===== src/rtl/sumador_pipeline.sv =====
// sumador_pipeline: carry-segmented pipelined add/sub with valid/ready; define SUMADOR_SAT_EN to add the SAT clamp port
module sumador_pipeline #(
    parameter int WIDTH  = 16,
    parameter int STAGES = 2
) (
    input  logic             clk,
    input  logic             rst_n,
    input  logic             in_valid,
    output logic             in_ready,
    input  logic [WIDTH-1:0] a,
    input  logic [WIDTH-1:0] b,
    input  logic             sub,
`ifdef SUMADOR_SAT_EN
    input  logic             sat,
`endif
    output logic             out_valid,
    input  logic             out_ready,
    output logic [WIDTH-1:0] out,
    output logic             cout,
    output logic             ovf
);
    localparam int SEG = WIDTH / STAGES;
    localparam int L   = STAGES - 1;
    localparam int M   = WIDTH - 1;

    if (WIDTH < 4 || WIDTH > 64 || STAGES < 1 || STAGES > 4 || WIDTH % STAGES != 0) begin : g_bad_params
        $error("sumador_pipeline: illegal WIDTH/STAGES combination");
    end

    // ra/rb carry the operands forward, rr the result segments produced so far
    logic [STAGES-1:0][WIDTH-1:0] ra, rb, rr, na, nb, nr;
    logic [STAGES-1:0]            rv, rc, nv, ci, co;
    logic [SEG:0]                 t;
    logic                         adv;

    assign adv      = !rv[L] || out_ready;
    assign in_ready = adv;

    always_comb begin
        na[0] = a;
        nb[0] = sub ? ~b : b;
        nr[0] = '0;
        nv[0] = in_valid;
        ci[0] = sub;
        for (int k = 1; k < STAGES; k++) begin
            na[k] = ra[k-1];
            nb[k] = rb[k-1];
            nr[k] = rr[k-1];
            nv[k] = rv[k-1];
            ci[k] = rc[k-1];
        end
        co = '0;
        t  = '0;
        for (int k = 0; k < STAGES; k++) begin
            t = {1'b0, na[k][k*SEG +: SEG]} + {1'b0, nb[k][k*SEG +: SEG]} + {{SEG{1'b0}}, ci[k]};
            nr[k][k*SEG +: SEG] = t[SEG-1:0];
            co[k] = t[SEG];
        end
    end

    always_ff @(posedge clk or negedge rst_n) begin
        if (!rst_n) begin
            rv <= '0;
            rc <= '0;
            ra <= '0;
            rb <= '0;
            rr <= '0;
        end else if (adv) begin
            rv <= nv;
            rc <= co;
            ra <= na;
            rb <= nb;
            rr <= nr;
        end
    end

    assign out_valid = rv[L];
    assign cout      = rc[L];
    assign ovf       = (ra[L][M] == rb[L][M]) && (rr[L][M] != ra[L][M]);

`ifdef SUMADOR_SAT_EN
    logic [STAGES-1:0] rs, ns;

    always_comb begin
        ns[0] = sat;
        for (int k = 1; k < STAGES; k++) ns[k] = rs[k-1];
    end

    always_ff @(posedge clk or negedge rst_n) begin
        if (!rst_n) rs <= '0;
        else if (adv) rs <= ns;
    end

    assign out = (rs[L] && ovf) ? (ra[L][M] ? {1'b1, {M{1'b0}}} : {1'b0, {M{1'b1}}}) : rr[L];
`else
    assign out = rr[L];
`endif
endmodule


===== config.mk =====
export PLATFORM = sky130hd
export DESIGN_NAME = sumador_pipeline
export DESIGN_NICKNAME = d
export VERILOG_FILES = /design/src/rtl/sumador_pipeline.sv
export SDC_FILE = /design/constraint.sdc
export NUM_CORES = 1
export LEC_CHECK = 0
export CAP_MARGIN = 20
export CORE_ASPECT_RATIO = 0.75
export CORE_UTILIZATION = 54
export CTS_CLUSTER_DIAMETER = 120
export CTS_CLUSTER_SIZE = 10
export DETAILED_ROUTE_END_ITERATION = 10
export GPL_TIMING_DRIVEN = 0
export PLACE_DENSITY = 0.9
export SETUP_SLACK_MARGIN = 0.5
export SLEW_MARGIN = 30
export SYNTH_ARGS = -nofsm -noshare
export SYNTH_HDL_FRONTEND = slang
export SYNTH_SLANG_ARGS = --single-unit

===== constraint.sdc =====
create_clock -name clk -period 6.6 [get_ports clk]
set_input_delay 1.65 -clock clk [delete_from_list [all_inputs] [get_ports clk]]
set_output_delay 1.65 -clock clk [all_outputs]
set_load 0.1 [all_outputs]

==> metrics.yaml <==
final_util: 0.760
post-synth-top-count-cell: "nand2_1"
maxCapViolCount: 0
place_hpwl_mm: 4.27
nNetsFinal: 386
hp-class: "flop to flop"
crit_fanout: 10
synthTopCellsByCount: "nand2_1 (88), dfrtp_1 (46), o21ai_0 (23)"
status: "finished, final reports clean"
crit_top_cell: "clkdlybuf4s50_1"
start_util: 0.582
ios: 57
numPortBuffers: 55
drc: 0
cts_buffers: 5
fin_crit_sh: 0.862
synthesis.area_um2: 2450
worstSkewPairLatency_ns: 0.30
area_growth_pct: 30.5
design.core.area_um2: 4200
finClkSkew_ns: 0.00798
finalNonFillerCells: 388
endpoint_kind: "output port"
slew_headroom: 0.328
postCtsHoldBufs: 0
cp.arrival_ns: 4.04
cpMaxStageDelayCell: "clkdlybuf4s50_1"
clkSinkCount: 46
synth_edf_count: 0
critPathBufInv: 4
fin_tns_setup_ns: 0
synth-seq-cells: 46
power.leakage_nw: 1.44
ys.flop_type: "dfrtp_1"
async_flop_share: 1.00
worstPathCellList: "clkdlybuf4s50_1 > nor2b_1 > clkinv_1 > clkbuf_1 > clkdlybuf4s50_1"
postCtsResizedCells: 0
worstPathRequired_ns: 4.95
synthTopCellsByArea: "dfrtp_1 (47%), nand2_1 (13%), ha_1 (7.2%)"
viasPerCell: 5.57
postSynthNetCount: 323
dieArea_um2: 4810
nFillCells: 302
synth_cell_types: 32
grt_pass1_vias: 2090
syn_inst: 269
vdd_drop_max_v: 0.000280
insertedDiodeCount: 0
worstSetupPathType: "input pin to output port"
fp.dieW_um: 79.7
startpoint_type: "input pin"
place_inst: 380
grt_pass1_wl_mm: 9.69
powerDensity_nw_per_um2: 400
wl_mm: 5.84
setup_violations: 0
placed_cell_area_um2: 3090
clkTransAtPathRegs_ns: 0.08
antenna_found_initial: 0
synth_seq_area_share: 0.470
cpPeakStageDelay_ns: 1.04
grt-ovfl-total: 0
firstDrtPassIters: 4
post-place-ws_ns: 1.01
cpLargestDelayFamily: "buffers and inverters"
final_area_um2: 3190
grt_max_degree: 25
fmax_ghz: 0.176
drive_gt1_frac: 0.0420
worst_pin_slew_ns: 1.00
grt_usage: 0.278
die_h_um: 60.3
synth_warnings: 0
fp-row-count: 20
holdWs_ns: 0.471
min_period_ns: 5.69
tritoncts: "built"
syn_avg_cell_area_um2: 9.10
htree_levels: 2
cts-root-buf: "clkbuf_8"
cts_max_path_buffers: 2
netlist.area_leader.share: 0.470
drt-initial-drc-count: 157
synth.largest_area_cell: "dfrtp_1"
vias: 2162
postCtsSetupBuffers: 0
rsz0062_at_grt: "no"
hold_viol_final: 0
antenna_left: 0
fin_ws_ns: 0.911
slew_violations: 0
avgRoutedWirePerCell_um: 15.0
finalPower_mw: 1.28
globalplace.congestion: 0.875
registers in the layout (all words and copies together) (netlist names):
register  cells
nr            8
ra            1
rv            2
nb            8
rb            1
na            8
rc            2
out          16
per-layer routing:
layer	track usage	routed length (um)	vias up	share of wire
met2	0.442	2790	82	0.48
met3	0.0534	325	18	0.056
met1	0.369	2560	1038	0.44
met5	0	0	-	0
li1	-	-	1024	-
met4	0.145	168	0	0.029
final timing paths:
check | slack [ns] | start | depth (start not counted) | end
max reg2reg | 4.22 | na[24] | 7 | rc[1]
min reg2reg | 0.47 | out[1] | 2 | out[1]
max in group asynchronous | 4.77 | rst_n | 2 | out[8]
max | 0.91 | out_ready | 5 | in_ready
min | 0.47 | out[1] | 2 | out[1]
min in group asynchronous | 1.32 | rst_n | 1 | out[10]
power by group:
part           leakage (nW)  switching [mW]  internal [mW]
combinational         0.838           0.496          0.188
sequential            0.547          0.0469          0.355
clock                0.0544          0.0958         0.0960
cells by family (layout without fill, tap and decap cells):
kind of cell	Yosys count	after routing	synth area share
xor gates and xnor gates	22	22	0.0787
AOI/OAI and AO/OA	58	58	0.146
buffers and inverters	17	81	0.0296
DFF	46	46	0.470
muxes	1	1	0.00562
adders and majority gates	17	17	0.0961
and+or+nand+nor	108	108	0.173
cell usage in the layout (no fill, tap or decap), types with 3 or more instances in the layout:
master	instances
xor2_1	11
xnor2_1	11
inv_1	5
dfrtp_1	46
clkbuf_1	9
o21a_1	5
clkbuf_8	7
o21ai_0	23
fa_1	3
nand2_1	88
nor2_1	11
o31ai_1	4
a21o_1	3
clkdlybuf4s50_1	54
a211oi_1	3
a21oi_1	10
ha_1	14
area by class of cell:
| cell class | instances | area (um2) | area share |
|---|---|---|---|
| multi-input combinational | 206 | 1220 | 0.383 |
| sequential | 46 | 1150 | 0.360 |
| timing repair buffer | 56 | 573 | 0.179 |
| clock buffer | 7 | 96.3 | 0.0302 |
| tap | 55 | 68.8 | 0.0215 |
| buffer | 11 | 50.0 | 0.0157 |
| inverter | 6 | 22.5 | 0.00705 |
| clock inverter | 1 | 8.76 | 0.00274 |
worst register-to-register path: cells and delay by family, from the launching register on:
kind / cells / cell delay [ns]
fa+ha+maj: 2 / 0.96
compound gates: 5 / 0.92
flops: 1 / 0.40
Note: power is estimated with default switching activity, not from simulation.
